--- config.mk ---
export PLATFORM = sky130hd
export DESIGN_NAME = uart_frame_codec_flat
export DESIGN_NICKNAME = d
export VERILOG_FILES = /design/src/rtl/uart_frame_codec_if.sv /design/src/rtl/uart_frame_codec.sv /design/src/flat_wrapper.sv
export SDC_FILE = /design/constraint.sdc
export NUM_CORES = 1
export LEC_CHECK = 0
export ABC_AREA = 1
export BUFFER_PORTS_ARGS = -buffer_cell sky130_fd_sc_hd__buf_2
export CAP_MARGIN = 0
export CORE_ASPECT_RATIO = 1.5
export CORE_UTILIZATION = 41
export DETAILED_ROUTE_END_ITERATION = 10
export GPL_TIMING_DRIVEN = 0
export SYNTH_ARGS = -nofsm -noshare
export SYNTH_HDL_FRONTEND = slang
export SYNTH_SLANG_ARGS = --single-unit
--- constraint.sdc ---
create_clock -name clk -period 5.93 [get_ports clk]
set_input_delay 0.8895 -clock clk [delete_from_list [all_inputs] [get_ports clk]]
set_output_delay 0.8895 -clock clk [all_outputs]
set_load 0.005 [all_outputs]
--- src/rtl/uart_frame_codec_if.sv ---
// uart_frame_codec_if
// Groups the serial lines, the RX frame-write port and the TX byte port of
// uart_frame_codec. clk and rst stay plain ports on the codec.
//
// Signals:
//   baud_div     clocks per bit (4 or more), sampled at each start bit
//   rxd / txd    serial in (asynchronous, idles high) / serial out (idles high)
//   wr_en        one-cycle pulse when a full RX frame is assembled
//   wr_data      assembled frame, byte k in bits [8k+7:8k]
//   frame_err    one-cycle pulse on a stop-bit or parity error
//   rx_err_cnt   saturating count of errors plus timeouts
//   out_en       TX byte write strobe (valid)
//   out_data     TX byte
//   out_free     TX FIFO not full (ready)
//   tx_busy      TX FIFO non-empty or a byte on the line
//   rx_state_dbg / tx_state_dbg   current FSM states, for observation only
//
// TX handshake: a byte transfers on a clock edge where out_en and out_free
// are both high; out_en while out_free is low is discarded, not held.
//
// Modports: master = host side driving the codec, slave = the codec.
interface uart_frame_codec_if #(
  parameter int FRAME_BYTES = 36,
  parameter int DIV_W       = 16
);
  logic [DIV_W-1:0]         baud_div;
  logic                     rxd;
  logic                     txd;
  logic                     wr_en;
  logic [8*FRAME_BYTES-1:0] wr_data;
  logic                     frame_err;
  logic [7:0]               rx_err_cnt;
  logic                     out_en;
  logic [7:0]               out_data;
  logic                     out_free;
  logic                     tx_busy;
  logic [2:0]               rx_state_dbg;
  logic [2:0]               tx_state_dbg;

  modport master (
    output baud_div, rxd, out_en, out_data,
    input  txd, wr_en, wr_data, frame_err, rx_err_cnt, out_free, tx_busy,
           rx_state_dbg, tx_state_dbg
  );

  modport slave (
    input  baud_div, rxd, out_en, out_data,
    output txd, wr_en, wr_data, frame_err, rx_err_cnt, out_free, tx_busy,
           rx_state_dbg, tx_state_dbg
  );
endinterface

--- src/rtl/uart_frame_codec.sv ---
// uart_frame_codec
// UART codec for the accelerator host link. RX deserialises bytes and packs
// FRAME_BYTES of them into one wide word pulsed out on wr_en. TX queues bytes
// in a TX_DEPTH FIFO and sends them back to back. Runtime baud divisor,
// optional parity (0 none, 1 odd, 2 even), stop/parity error detection and a
// partial-frame timeout of TIMEOUT_BITS bit-times.
//
// Ports:
//   clk   system clock
//   rst   synchronous active-high reset
//   bus   uart_frame_codec_if.slave (serial lines, frame port, TX byte port)
module uart_frame_codec #(
  parameter int FRAME_BYTES  = 36,
  parameter int DIV_W        = 16,
  parameter int TX_DEPTH     = 16,
  parameter int PARITY       = 0,
  parameter int TIMEOUT_BITS = 20
) (
  input logic              clk,
  input logic              rst,
  uart_frame_codec_if.slave bus
);

  localparam int IDX_W = (FRAME_BYTES > 1) ? $clog2(FRAME_BYTES) : 1;
  localparam int PTR_W = $clog2(TX_DEPTH);
  localparam int CNT_W = PTR_W + 1;
  localparam int TO_W  = DIV_W + $clog2(TIMEOUT_BITS + 1);
  localparam int WD_W  = 8 * FRAME_BYTES;

  localparam logic [DIV_W-1:0] DIV_ONE   = DIV_W'(1);
  localparam logic [CNT_W-1:0] FIFO_FULL = CNT_W'(TX_DEPTH);
  localparam logic [PTR_W-1:0] PTR_ONE   = PTR_W'(1);
  localparam logic [IDX_W-1:0] IDX_LAST  = IDX_W'(FRAME_BYTES - 1);
  localparam logic             PAR_ODD   = (PARITY == 1);

  typedef enum logic [2:0] {RX_IDLE, RX_START, RX_DATA, RX_PAR, RX_STOP} rx_state_t;
  typedef enum logic [2:0] {TX_IDLE, TX_START, TX_DATA, TX_PAR, TX_STOP} tx_state_t;

  // ---------------------------------------------------------------- RX ----
  logic             rxd_s1_q, rxd_s2_q, rxd_prev_q;
  rx_state_t        rx_state_q, rx_state_d;
  logic [DIV_W-1:0] rx_cnt_q, rx_cnt_d;
  logic [DIV_W-1:0] rx_div_q, rx_div_d;
  logic [2:0]       rx_bit_q, rx_bit_d;
  logic [7:0]       rx_shift_q, rx_shift_d;
  logic             rx_par_bad_q, rx_par_bad_d;
  logic [IDX_W-1:0] rx_idx_q, rx_idx_d;
  logic [TO_W-1:0]  to_cnt_q, to_cnt_d;
  logic [TO_W-1:0]  to_limit;
  logic [WD_W-1:0]  wr_data_q, wr_data_d;
  logic             wr_en_q, wr_en_d;
  logic             frame_err_q, frame_err_d;
  logic [7:0]       err_cnt_q, err_cnt_d;
  logic             rx_tick, start_seen, err_inc;

  assign to_limit = TO_W'(TIMEOUT_BITS) * {{(TO_W-DIV_W){1'b0}}, rx_div_q};

  always_comb begin
    rx_state_d   = rx_state_q;
    rx_cnt_d     = rx_cnt_q;
    rx_div_d     = rx_div_q;
    rx_bit_d     = rx_bit_q;
    rx_shift_d   = rx_shift_q;
    rx_par_bad_d = rx_par_bad_q;
    rx_idx_d     = rx_idx_q;
    wr_data_d    = wr_data_q;
    wr_en_d      = 1'b0;
    frame_err_d  = 1'b0;
    err_inc      = 1'b0;
    start_seen   = 1'b0;
    rx_tick      = (rx_cnt_q == rx_div_q - DIV_ONE);

    case (rx_state_q)
      RX_IDLE: begin
        // A falling edge needs the line seen high first, so after a stop-bit
        // error with the line held low the FSM re-arms only once it rises.
        if (rxd_prev_q && !rxd_s2_q) begin
          start_seen = 1'b1;
          rx_div_d   = bus.baud_div;
          rx_cnt_d   = '0;
          rx_state_d = RX_START;
        end
      end
      RX_START: begin
        if (rx_cnt_q == (rx_div_q >> 1) - DIV_ONE) begin
          rx_cnt_d = '0;
          if (rxd_s2_q) begin
            rx_state_d = RX_IDLE;       // glitch, not a start bit
          end else begin
            rx_bit_d     = '0;
            rx_par_bad_d = 1'b0;
            rx_state_d   = RX_DATA;
          end
        end else begin
          rx_cnt_d = rx_cnt_q + DIV_ONE;
        end
      end
      RX_DATA: begin
        if (rx_tick) begin
          rx_cnt_d   = '0;
          rx_shift_d = {rxd_s2_q, rx_shift_q[7:1]};
          if (rx_bit_q == 3'd7) begin
            rx_state_d = (PARITY != 0) ? RX_PAR : RX_STOP;
          end else begin
            rx_bit_d = rx_bit_q + 3'd1;
          end
        end else begin
          rx_cnt_d = rx_cnt_q + DIV_ONE;
        end
      end
      RX_PAR: begin
        if (rx_tick) begin
          rx_cnt_d     = '0;
          rx_par_bad_d = ((^rx_shift_q) ^ rxd_s2_q) != PAR_ODD;
          rx_state_d   = RX_STOP;
        end else begin
          rx_cnt_d = rx_cnt_q + DIV_ONE;
        end
      end
      RX_STOP: begin
        if (rx_tick) begin
          rx_cnt_d   = '0;
          rx_state_d = RX_IDLE;
          if (!rxd_s2_q || rx_par_bad_q) begin
            frame_err_d = 1'b1;
            err_inc     = 1'b1;
            rx_idx_d    = '0;
          end else begin
            for (int k = 0; k < FRAME_BYTES; k++) begin
              if (rx_idx_q == IDX_W'(k)) wr_data_d[8*k +: 8] = rx_shift_q;
            end
            if (rx_idx_q == IDX_LAST) begin
              wr_en_d  = 1'b1;
              rx_idx_d = '0;
            end else begin
              rx_idx_d = rx_idx_q + IDX_W'(1);
            end
          end
        end else begin
          rx_cnt_d = rx_cnt_q + DIV_ONE;
        end
      end
      default: rx_state_d = RX_IDLE;
    endcase

    // Timeout only acts while idle, so it never races a stop-bit decision.
    if (rx_state_q == RX_IDLE && !start_seen && rx_idx_q != '0 &&
        to_cnt_q >= to_limit) begin
      rx_idx_d = '0;
      err_inc  = 1'b1;
    end

    // Counts clocks since the last start edge while a frame is partial.
    if (rx_idx_d == '0 || start_seen) begin
      to_cnt_d = '0;
    end else if (to_cnt_q < to_limit) begin
      to_cnt_d = to_cnt_q + TO_W'(1);
    end else begin
      to_cnt_d = to_cnt_q;
    end

    err_cnt_d = (err_inc && err_cnt_q != 8'hFF) ? err_cnt_q + 8'd1 : err_cnt_q;
  end

  always_ff @(posedge clk) begin
    if (rst) begin
      rxd_s1_q     <= 1'b1;
      rxd_s2_q     <= 1'b1;
      rxd_prev_q   <= 1'b1;
      rx_state_q   <= RX_IDLE;
      rx_cnt_q     <= '0;
      rx_div_q     <= DIV_W'(4);
      rx_bit_q     <= '0;
      rx_shift_q   <= '0;
      rx_par_bad_q <= 1'b0;
      rx_idx_q     <= '0;
      to_cnt_q     <= '0;
      wr_data_q    <= '0;
      wr_en_q      <= 1'b0;
      frame_err_q  <= 1'b0;
      err_cnt_q    <= '0;
    end else begin
      rxd_s1_q     <= bus.rxd;
      rxd_s2_q     <= rxd_s1_q;
      rxd_prev_q   <= rxd_s2_q;
      rx_state_q   <= rx_state_d;
      rx_cnt_q     <= rx_cnt_d;
      rx_div_q     <= rx_div_d;
      rx_bit_q     <= rx_bit_d;
      rx_shift_q   <= rx_shift_d;
      rx_par_bad_q <= rx_par_bad_d;
      rx_idx_q     <= rx_idx_d;
      to_cnt_q     <= to_cnt_d;
      wr_data_q    <= wr_data_d;
      wr_en_q      <= wr_en_d;
      frame_err_q  <= frame_err_d;
      err_cnt_q    <= err_cnt_d;
    end
  end

  // ---------------------------------------------------------------- TX ----
  // The byte on the line keeps its FIFO slot until its stop bit ends, so
  // out_free reflects the in-flight byte as well as the queued ones.
  logic [7:0]       mem_q [TX_DEPTH];
  logic [7:0]       mem_d [TX_DEPTH];
  logic [PTR_W-1:0] wr_ptr_q, wr_ptr_d, rd_ptr_q, rd_ptr_d;
  logic [CNT_W-1:0] fifo_cnt_q, fifo_cnt_d;
  logic             push, tx_pop, tx_load;
  logic [PTR_W-1:0] tx_load_ptr;

  tx_state_t        tx_state_q, tx_state_d;
  logic [DIV_W-1:0] tx_cnt_q, tx_cnt_d;
  logic [DIV_W-1:0] tx_div_q, tx_div_d;
  logic [2:0]       tx_bit_q, tx_bit_d;
  logic [7:0]       tx_shift_q, tx_shift_d;
  logic             tx_par_q, tx_par_d;
  logic             txd_q, txd_d;
  logic             tx_tick;

  assign push = bus.out_en && (fifo_cnt_q != FIFO_FULL);

  always_comb begin
    mem_d = mem_q;
    if (push) mem_d[wr_ptr_q] = bus.out_data;
    wr_ptr_d   = push ? wr_ptr_q + PTR_ONE : wr_ptr_q;
    rd_ptr_d   = tx_pop ? rd_ptr_q + PTR_ONE : rd_ptr_q;
    fifo_cnt_d = fifo_cnt_q;
    if (push && !tx_pop) fifo_cnt_d = fifo_cnt_q + CNT_W'(1);
    if (!push && tx_pop) fifo_cnt_d = fifo_cnt_q - CNT_W'(1);
  end

  always_comb begin
    tx_state_d  = tx_state_q;
    tx_cnt_d    = tx_cnt_q;
    tx_div_d    = tx_div_q;
    tx_bit_d    = tx_bit_q;
    tx_shift_d  = tx_shift_q;
    tx_par_d    = tx_par_q;
    tx_pop      = 1'b0;
    tx_load     = 1'b0;
    tx_load_ptr = rd_ptr_q;
    tx_tick     = (tx_cnt_q == tx_div_q - DIV_ONE);

    case (tx_state_q)
      TX_IDLE: begin
        if (fifo_cnt_q != '0) tx_load = 1'b1;
      end
      TX_START: begin
        if (tx_tick) begin
          tx_cnt_d   = '0;
          tx_bit_d   = '0;
          tx_state_d = TX_DATA;
        end else begin
          tx_cnt_d = tx_cnt_q + DIV_ONE;
        end
      end
      TX_DATA: begin
        if (tx_tick) begin
          tx_cnt_d   = '0;
          tx_shift_d = {1'b0, tx_shift_q[7:1]};
          if (tx_bit_q == 3'd7) begin
            tx_state_d = (PARITY != 0) ? TX_PAR : TX_STOP;
          end else begin
            tx_bit_d = tx_bit_q + 3'd1;
          end
        end else begin
          tx_cnt_d = tx_cnt_q + DIV_ONE;
        end
      end
      TX_PAR: begin
        if (tx_tick) begin
          tx_cnt_d   = '0;
          tx_state_d = TX_STOP;
        end else begin
          tx_cnt_d = tx_cnt_q + DIV_ONE;
        end
      end
      TX_STOP: begin
        if (tx_tick) begin
          tx_cnt_d = '0;
          tx_pop   = 1'b1;
          if (fifo_cnt_q > CNT_W'(1)) begin
            tx_load     = 1'b1;          // next byte follows with no gap
            tx_load_ptr = rd_ptr_q + PTR_ONE;
          end else begin
            tx_state_d = TX_IDLE;
          end
        end else begin
          tx_cnt_d = tx_cnt_q + DIV_ONE;
        end
      end
      default: tx_state_d = TX_IDLE;
    endcase

    if (tx_load) begin
      tx_shift_d = mem_q[tx_load_ptr];
      tx_par_d   = (^mem_q[tx_load_ptr]) ^ PAR_ODD;
      tx_div_d   = bus.baud_div;
      tx_cnt_d   = '0;
      tx_state_d = TX_START;
    end

    // txd is registered alongside the state so it always matches it.
    case (tx_state_d)
      TX_START: txd_d = 1'b0;
      TX_DATA:  txd_d = tx_shift_d[0];
      TX_PAR:   txd_d = tx_par_d;
      default:  txd_d = 1'b1;
    endcase
  end

  always_ff @(posedge clk) begin
    mem_q <= mem_d;
  end

  always_ff @(posedge clk) begin
    if (rst) begin
      wr_ptr_q   <= '0;
      rd_ptr_q   <= '0;
      fifo_cnt_q <= '0;
      tx_state_q <= TX_IDLE;
      tx_cnt_q   <= '0;
      tx_div_q   <= DIV_W'(4);
      tx_bit_q   <= '0;
      tx_shift_q <= '0;
      tx_par_q   <= 1'b0;
      txd_q      <= 1'b1;
    end else begin
      wr_ptr_q   <= wr_ptr_d;
      rd_ptr_q   <= rd_ptr_d;
      fifo_cnt_q <= fifo_cnt_d;
      tx_state_q <= tx_state_d;
      tx_cnt_q   <= tx_cnt_d;
      tx_div_q   <= tx_div_d;
      tx_bit_q   <= tx_bit_d;
      tx_shift_q <= tx_shift_d;
      tx_par_q   <= tx_par_d;
      txd_q      <= txd_d;
    end
  end

  // ----------------------------------------------------------- outputs ----
  assign bus.txd          = txd_q;
  assign bus.wr_en        = wr_en_q;
  assign bus.wr_data      = wr_data_q;
  assign bus.frame_err    = frame_err_q;
  assign bus.rx_err_cnt   = err_cnt_q;
  assign bus.out_free     = (fifo_cnt_q != FIFO_FULL);
  assign bus.tx_busy      = (fifo_cnt_q != '0) || (tx_state_q != TX_IDLE);
  assign bus.rx_state_dbg = rx_state_q;
  assign bus.tx_state_dbg = tx_state_q;

endmodule

--- src/flat_wrapper.sv ---
// flat-port wrapper written by rule: the top's interface ports become plain ports
module uart_frame_codec_flat 
#(
  parameter int FRAME_BYTES  = 36,
  parameter int DIV_W        = 16,
  parameter int TX_DEPTH     = 16,
  parameter int PARITY       = 0,
  parameter int TIMEOUT_BITS = 20
)
  (clk, rst, bus_baud_div, bus_rxd, bus_out_en, bus_out_data, bus_txd, bus_wr_en, bus_wr_data, bus_frame_err, bus_rx_err_cnt, bus_out_free, bus_tx_busy, bus_rx_state_dbg, bus_tx_state_dbg);
  uart_frame_codec_if #(.FRAME_BYTES(FRAME_BYTES), .DIV_W(DIV_W)) bus_i ();
  input logic clk;
  input logic rst;
  input wire logic [$bits(bus_i.baud_div)-1:0] bus_baud_div;
  input wire logic [$bits(bus_i.rxd)-1:0] bus_rxd;
  input wire logic [$bits(bus_i.out_en)-1:0] bus_out_en;
  input wire logic [$bits(bus_i.out_data)-1:0] bus_out_data;
  output wire logic [$bits(bus_i.txd)-1:0] bus_txd;
  output wire logic [$bits(bus_i.wr_en)-1:0] bus_wr_en;
  output wire logic [$bits(bus_i.wr_data)-1:0] bus_wr_data;
  output wire logic [$bits(bus_i.frame_err)-1:0] bus_frame_err;
  output wire logic [$bits(bus_i.rx_err_cnt)-1:0] bus_rx_err_cnt;
  output wire logic [$bits(bus_i.out_free)-1:0] bus_out_free;
  output wire logic [$bits(bus_i.tx_busy)-1:0] bus_tx_busy;
  output wire logic [$bits(bus_i.rx_state_dbg)-1:0] bus_rx_state_dbg;
  output wire logic [$bits(bus_i.tx_state_dbg)-1:0] bus_tx_state_dbg;
  assign bus_i.baud_div = bus_baud_div;
  assign bus_i.rxd = bus_rxd;
  assign bus_i.out_en = bus_out_en;
  assign bus_i.out_data = bus_out_data;
  assign bus_txd = bus_i.txd;
  assign bus_wr_en = bus_i.wr_en;
  assign bus_wr_data = bus_i.wr_data;
  assign bus_frame_err = bus_i.frame_err;
  assign bus_rx_err_cnt = bus_i.rx_err_cnt;
  assign bus_out_free = bus_i.out_free;
  assign bus_tx_busy = bus_i.tx_busy;
  assign bus_rx_state_dbg = bus_i.rx_state_dbg;
  assign bus_tx_state_dbg = bus_i.tx_state_dbg;
  uart_frame_codec #(.FRAME_BYTES(FRAME_BYTES), .DIV_W(DIV_W), .TX_DEPTH(TX_DEPTH), .PARITY(PARITY), .TIMEOUT_BITS(TIMEOUT_BITS)) u_core (.clk(clk), .rst(rst), .bus(bus_i));
endmodule
# [After elaboration in Yosys (flattened, before gate mapping)]
# Index checks and enable logic that the tools add are counted.
[word_totals] regBits=564 in_bits=28 output_inout_bits=307 elab_cells=317
[op_classes] addsub=14 n_mul=1 n_lt_le_gt_ge=6 eq_ne=64 muxes=68 n_bitwise=6 reduce_logical=81
[ops] op="$reduce_and A4 Y1" n=38
[ops] op="$bwmux W128" n=1
[ops] op="$eq A6 B5 Y1 const B" n=16
[ops] op="$mux W16" n=4
[ops] op="$mux W3" n=20
[ops] op="$eq A16 B16 Y1" n=3
[ops] op="$eq A6 B4 Y1 const B" n=8
[ops] op="$mux W8" n=6
[ops] op="$pmux W16 S3" n=1
[ops] op="$add A16 B1 Y16 const B" n=2
[ops] op="$bmux W8 S4" n=1
[ops] op="$demux W8 S4" n=1
[ops] op="$sub A16 B1 Y16 const B" n=2
[ops] op="$mux W6" n=5
[ops] op="$pmux W3 S5" n=2
[ops] op="$eq A6 B3 Y1 const B" n=4
[ops] op="$eq A6 B6 Y1 const B" n=4
[ops] op="$add A21 B1 Y21 const B" n=1
[ops] op="$ge A21 B21 Y1" n=1
[ops] op="$lt A21 B21 Y1" n=1
[ops] op="$mul A3 B16 Y19 const A" n=1
[ops] op="$eq A3 B2 Y1 const B" n=6
[ops] op="$mux W1" n=16
[ops] op="$ne A2 B1 Y1 const B" n=8
[ops] op="42 further kinds" n=88

# [Depth between registers and ports, before layout]
# Gate-level depths: netlist of run 1.
[logic_depth] word_depth=12 ltp_mapped=36

# [Worst setup path before layout of run 1]
# OpenSTA, ideal clock, no wires.
[synth_path] path_kind="flip-flop to flip-flop" startpoint="register u_core.rx_div_q[3]" endpoint="register u_core.to_cnt_q[19]" setup_ps=117 arrival_time_ps=5040 required_time_ps=5813 slack_ps=773 stages_incl_launch_ff=37 path_buffers=0 synth_period_minus_slack_ps=5157 cell_sequence="dfxtp_1 ha_1 ha_1 inv_1 fa_1 nand3b_1 and2_1 o21ai_0 a21o_1 nand2_1 nand2_1 a21oi_1 o21ai_0 a21o_1 a21oi_1 o21ai_0 a21oi_1 nor2_1 nor2_1 xor2_1 ha_1 nand4_1 inv_1 a21oi_1 nand3_1 inv_1 nand2_1 nor2_1 nand3_1 nor2_1 nand2_1 nor3_1 nand3_1 nor2_1 nand2_1 xor2_1 nor2_1"
[synth_via] elab_chain_cells=8 elab_cells_between_ends=12
[synth_rtl] item="from (decl)" line="uart_frame_codec.sv:43" rtl="logic [DIV_W-1:0] rx_div_q, rx_div_d;"
[synth_rtl] item="from (signal assigned)" line="uart_frame_codec.sv:188" rtl="rx_div_q <= rx_div_d;"
[synth_rtl] item="parallel branches: the longest is 8 deep, another holds $ge A21 B21 Y1"
[synth_rtl] item="to (signal assigned)" line="uart_frame_codec.sv:193" rtl="to_cnt_q <= to_cnt_d;"
[synth_rtl] item="to (decl)" line="uart_frame_codec.sv:48" rtl="logic [TO_W-1:0] to_cnt_q, to_cnt_d;"
# Several ways; the timed one is not identified.
# A chain may end at the register's enable or synchronous reset.

# [Worst setup path after layout of run 1]
# Ends and elaborated chain as after synthesis.

==> results of run 1 <==
==> registers in the layout, summed over array words and instances, names as in the netlist, 3 cells and up <==
signal and count:
u_core.bus.rx_state_dbg 3, u_core.tx_shift_q 8, u_core.bus.rx_err_cnt 8, u_core.wr_ptr_q 4
u_core.tx_bit_q 3, u_core.bus.wr_data 288, u_core.rx_cnt_q 16, u_core.rx_bit_q 3
u_core.bus.tx_state_dbg 3, u_core.rx_idx_q 6, u_core.tx_cnt_q 16, u_core.tx_div_q 16
u_core.to_cnt_q 21, u_core.rx_shift_q 8, u_core.fifo_cnt_q 5, u_core.rd_ptr_q 4
u_core.mem_q 128, u_core.rx_div_q 16
==> kinds of logic after synthesis <==
family                     count (synthesis)  synth area share
xor gates and xnor gates                 104            0.0372
buffers and inverters                    553            0.0866
DFF                                      564             0.487
AOI/OAI and AO/OA                        810             0.165
and+or+nand+nor                         1042             0.188
muxes                                      2          0.000823
adders and majority gates                 74            0.0361
==> worst max-delay path by stage <==
stage | cells past startpoint | to | slack (ps)
floorplan | 36 | u_core.to_cnt_q[19]$_SDFFE_PP0N_ | 770
global placement | 31 | u_core.to_cnt_q[8]$_SDFFE_PP0N_ | -560
detailed placement | 31 | u_core.to_cnt_q[1]$_SDFFE_PP0N_ | -540
CTS | 35 | u_core.to_cnt_q[19]$_SDFFE_PP0N_ | 3
global route | 36 | u_core.to_cnt_q[19]$_SDFFE_PP0N_ | 40
finish | 32 | u_core.to_cnt_q[19]$_SDFFE_PP0N_ | 470
==> cell usage in the layout, fill, tap and decap left out, drive strengths merged, types with 3 or more instances in the layout <==
| cell | count |
|---|---|
| o211ai | 5 |
| o31ai | 3 |
| xnor2 | 34 |
| o22ai | 8 |
| nor3 | 64 |
| or2 | 14 |
| dfxtp | 436 |
| clkinvlp | 5 |
| a31oi | 7 |
| edfxtp | 128 |
| ha | 73 |
| clkinv | 19 |
| clkbuf | 171 |
| a211oi | 4 |
| a21oi | 390 |
| nor2 | 211 |
| nor3b | 7 |
| and3 | 5 |
| nand3b | 11 |
| nand4 | 28 |
| o21ai | 350 |
| xor2 | 69 |
| buf | 385 |
| nor4 | 9 |
| nand2 | 468 |
| bufinv | 11 |
| inv | 396 |
| nand3 | 221 |
| o21a | 34 |
==> power by group through the flow <==
stage	registers, mW	logic, mW	clock network (mW)
after detailed placement	4.10	0.632	0
after global routing	4.01	0.714	4.13
after CTS	4.01	0.635	3.99
final	4.01	0.635	3.94
after floorplan	4.08	0.446	0
after global placement	4.10	0.627	0
==> worst max-delay path, delay by kind of cell, from the launching register on <==
family,cells,cell delay (ps)
and+or+nand+nor,14,1800
AOI/OAI and AO/OA,11,1510
adders and majority gates,4,1160
DFF,1,360
buffers and inverters,2,350
xor gates and xnor gates,1,140
==> stage by stage <==
step | hold slack, ps | utilization | setup TNS, ps | instances | total power, mW
finish | 411 | 0.492 | 0 | 4382 | 8.58
global route | 438 | 0.492 | 0 | 4381 | 8.86
CTS | 413 | 0.491 | 0 | 4380 | 8.63
detailed placement | 397 | 0.458 | -10570 | 4280 | 4.73
global placement | 392 | 0.458 | -10950 | 4280 | 4.72
floorplan | 389 | - | 0 | 3149 | 4.53
==> metal layers <==
layer,GRT usage,vias to the layer above
met1,0.275,10532
li1,-,11236
met4,0.129,2
met5,0,-
met2,0.471,631
met3,0.0620,196
==> area by class of cell <==
cell class	instances	area, um2	area share
Clock buffer	70	1560	0.0511
Clock inverter	30	470	0.0154
Tap cell	798	998	0.0326
Buffer	152	733	0.0239
Sequential cell	564	12600	0.411
Antenna cell	1	2.50	0.0000817
Timing Repair Buffer	334	1670	0.0547
Inverter	401	1510	0.0492
Multi-Input combinational cell	2032	11100	0.362
==> timing repair <==
action / 4_1_cts / 5_1_grt
setup buffers: 0 / 1
pin swaps: 0 / 2
gates resized for setup: 6 / 21
endpoints found under the setup margin: 24 / 26
==> metrics.txt, run 1 <==
status=completed; Die H=309 um; GRT Total Usage=0.259; synth cell count leaders=457 x nand2_1, 436 x dfxtp_1, 382 x inv_1, 380 x a21oi_1, 332 x o21ai_0; share of post-route cells with drive strength above 1=0.168; Core ar.=62200 um2; routed length on met3=5480 um; required time of the critical path=6430 ps; Layout area overhead=18.5%; Initial DRC Count=1284; combinational fraction of design power=0.074; Worst Max-Slew Pin Slew=975 ps; vias per cell=5.16; FF-to-FF setup slack=470 ps; CP Launch Type=register; Crit Path Max Fanout=10; fin crit share=0.921; RR Endpoint=u_core.to_cnt_q[19]$_SDFFE_PP0N_; Synth area leaders=dfxtp_1 34%, edfxtp_1 15%, a21oi_1 7.4%, nand2_1 6.6%, o21ai_0 6.4%; Post-synth ARST share=0; port bufs=333; first-pass GRT wire length=127000 um; number of synthesized flops with an enable pin=128; Crit. End Element=register; fin nets=3641; register area share after synthesis=0.487; Final Wtd Congestion=0.899; final WL=83200 um; top cell type's share of synthesized area=0.338; R2R cell count=32; RSZ-0062 raised after global routing=no; Max stage delay on crit path=390 ps; switching share of total power=0.241; share of power burned in registers=0.467; post-layout minimum cycle time=5460 ps; CP startpoint=u_core.rx_div_q[3]$_SDFFE_PP0P_; DR top layer=met5; Synth cell types=59; met2 wire length=42700 um; CTS hold repair buffers=0; Met1 Wirelength=30600 um; Hold Fails Final Rpt=0; final setup margin=467 ps; cell taking the most area after synthesis=dfxtp_1; min-delay worst type=reg2reg; Post-Syn Area=25800 um2; CTS Buf Count=54; Slew headroom=0.348; largest net degree at the start of global routing=17; max frequency=183 MHz; syn avg cell area=8.20 um2; grt ovf=0; DRT antenna net count=0; initial antenna violation count=2; Cells after Synth=3149; Ys Warns=0; Die Area=64000 um2; vias in the first global route=22022; Initial Utilization=0.415; count leader, synth=nand2_1; Avg WL per Cell=19.0 um; pre-CTS setup slack=-535 ps; Filler cells=6272; clock share of power=0.459; post-route cell area=30600 um2; H-Tree Depth=2; switching power=2.07 mW; Worst-path clk slew=70 ps; CTS Root Cell=clkbuf_16; clock buffer depth=3; via count=22597; P_int=6.51 mW; # setup viols final=0; std cell rows=112; HP Start=u_core.rxd_s1_q$_SDFF_PP1_; PwrDens=280 nW/um2; hold path depth=1; ys flop type=dfxtp_1; Layout Skew=21.8 ps; width of the die=207 um; hpwl dp=63100 um; Reg2Reg Launch Point=u_core.rx_div_q[3]$_SDFFE_PP0P_; P_leak=13.2 nW; CTS sink count=564; Top Ports=335; max-slew violations=0; drt drc=0; Hold Path Sink=u_core.rxd_s2_q$_SDFF_PP1_; placed cell area=28500 um2; first-pass iteration count of the detailed router=7; crit path DAT=5960 ps; Worst-Skew Late Latency=630 ps; Worst VDD drop=378 uV; register bit total from synthesis=564; CTS tree=yes; Crit Path Class=reg2reg; max_cap viols=0; CP max-delay cell=fa_1; net count after synthesis=3251
No activity file was read; power rests on OpenSTA's default activity.
==> run 2: changes to the inputs <==
--- a/config.mk
+++ b/config.mk
@@ -6,12 +6,13 @@
 export NUM_CORES = 1
 export LEC_CHECK = 0
 export ABC_AREA = 1
-export BUFFER_PORTS_ARGS = -buffer_cell sky130_fd_sc_hd__buf_2
+export BUFFER_PORTS_ARGS = -buffer_cell sky130_fd_sc_hd__buf_4
 export CAP_MARGIN = 0
 export CORE_ASPECT_RATIO = 1.5
 export CORE_UTILIZATION = 41
 export DETAILED_ROUTE_END_ITERATION = 10
 export GPL_TIMING_DRIVEN = 0
+export SLEW_MARGIN = 40
 export SYNTH_ARGS = -nofsm -noshare
 export SYNTH_HDL_FRONTEND = slang
 export SYNTH_SLANG_ARGS = --single-unit
==> metrics.txt, run 2 (synthesized netlist as in run 1, its figures left out) <==
Avg WL per Cell=19.3 um; combinational fraction of design power=0.077; via count=22596; max frequency=182 MHz; CP max-delay cell=fa_1; commonest non-fill, non-tap cell in the layout=nand2_1; Filler cells=6087; DRT antenna net count=0; Die Area=64000 um2; Crit Path Max Fanout=10; drt drc=0; CTS hold repair buffers=0; max FFs per register=288; Final Wtd Congestion=0.916; Initial Utilization=0.415; largest net degree at the start of global routing=17; Die H=309 um; std cell rows=112; width of the die=207 um; Initial DRC Count=1285; max_cap viols=0; placed cell area=29400 um2; Core ar.=62200 um2; fin nets=3645; Layout area overhead=21.6%; P_int=6.30 mW; Hold Fails Final Rpt=0; vias in the first global route=21861; initial antenna violation count=0; CP Launch Type=register; Max stage delay on crit path=390 ps; CTS sink count=564; crit path DAT=5970 ps; CTS tree=yes; PwrDens=266 nW/um2; Crit Path Class=reg2reg; required time of the critical path=6410 ps; share of power burned in registers=0.480; Worst VDD drop=233 uV; hpwl dp=64000 um; min-delay worst type=reg2reg; post-layout minimum cycle time=5490 ps; GRT Total Usage=0.262; CTS Buf Count=54; # diodes=0; final WL=84700 um; switching share of total power=0.246; final core occ=0.505; status=completed; fin crit share=0.926; Worst Max-Slew Pin Slew=880 ps; Layout Skew=51.3 ps; final setup margin=438 ps; Slew headroom=0.413; max-slew violations=0; post-route cell area=31400 um2; port bufs=333; most frequent cells in the layout=455 x nand2_1, 433 x dfxtp_1, 381 x inv_1; H-Tree Depth=2; R2R cell count=32; Top Ports=335; clock share of power=0.443; clock buffer depth=3; Crit. End Element=register; # setup viols final=0; hold slack=409 ps; switching power=2.05 mW; share of post-route cells with drive strength above 1=0.172; grt ovf=0; P_leak=13.2 nW; Worst-Skew Late Latency=640 ps; CTS Root Cell=clkbuf_16; hold path depth=1; first-pass GRT wire length=127000 um; Worst-path clk slew=60 ps; first-pass iteration count of the detailed router=8; vias per cell=5.16; pre-CTS setup slack=-522 ps
## run 2: timing repair
action,CTS,global route
setup endpoints to repair,21,26
gates resized for setup,8,25
gates cloned,0,0
pin swaps,0,5
buffers inserted,0,4
## run 2: critical path: cells and delay by family (launching register included)
kind,cells,cell delay (ps)
and+or+nand+nor,13,1630
AOI/OAI and AO/OA,11,1580
DFF,1,360
adders and majority gates,4,1170
xor gates and xnor gates,1,140
buffers and inverters,3,470
## run 2: final cells by class
class                      instances  area (um2)  area share
buffer                           152         736      0.0234
inverter                         401        1510      0.0480
clock inverter                    24         338      0.0108
clock buffer                      74        1540      0.0490
multi-input combinational       2032       11200       0.356
sequential                       564       12600       0.400
tap                              798         998      0.0318
timing repair buffer             338        2530      0.0807
## run 2: metal layers
layer | GRT usage | vias up | wire length [um]
met3 | 0.0648 | 174 | 5800
met4 | 0.129 | 0 | 4410
li1 | - | 11244 | -
met5 | 0 | - | 0
met2 | 0.483 | 660 | 43700
met1 | 0.271 | 10518 | 30900
## run 2: worst paths after layout
| path | start | end | slack, ps |
|---|---|---|---|
| min | u_core.rxd_s1_q$_SDFF_PP1_ | u_core.rxd_s2_q$_SDFF_PP1_ | 410 |
| max reg2reg | u_core.rx_div_q[1]$_SDFFE_PP0P_ | u_core.to_cnt_q[19]$_SDFFE_PP0N_ | 440 |
| min reg2reg | u_core.rxd_s1_q$_SDFF_PP1_ | u_core.rxd_s2_q$_SDFF_PP1_ | 410 |
| max | u_core.rx_div_q[1]$_SDFFE_PP0P_ | u_core.to_cnt_q[19]$_SDFFE_PP0N_ | 440 |
## run 2: power by group through the flow
stage / combinational (mW) / clock (mW) / sequential (mW)
floorplan: 0.446 / 0 / 4.08
global placement: 0.634 / 0 / 4.10
global route: 0.724 / 3.91 / 4.01
CTS: 0.643 / 3.76 / 4.01
detailed placement: 0.639 / 0 / 4.10
finish: 0.645 / 3.70 / 4.01
## run 2: per-stage QoR
stage / setup TNS, ps / instances / total power, mW
global placement: -10830 / 4280 / 4.73
global route: -12.8 / 4383 / 8.64
floorplan: 0 / 3149 / 4.53
CTS: 0 / 4379 / 8.41
detailed placement: -10240 / 4281 / 4.74
finish: 0 / 4383 / 8.35
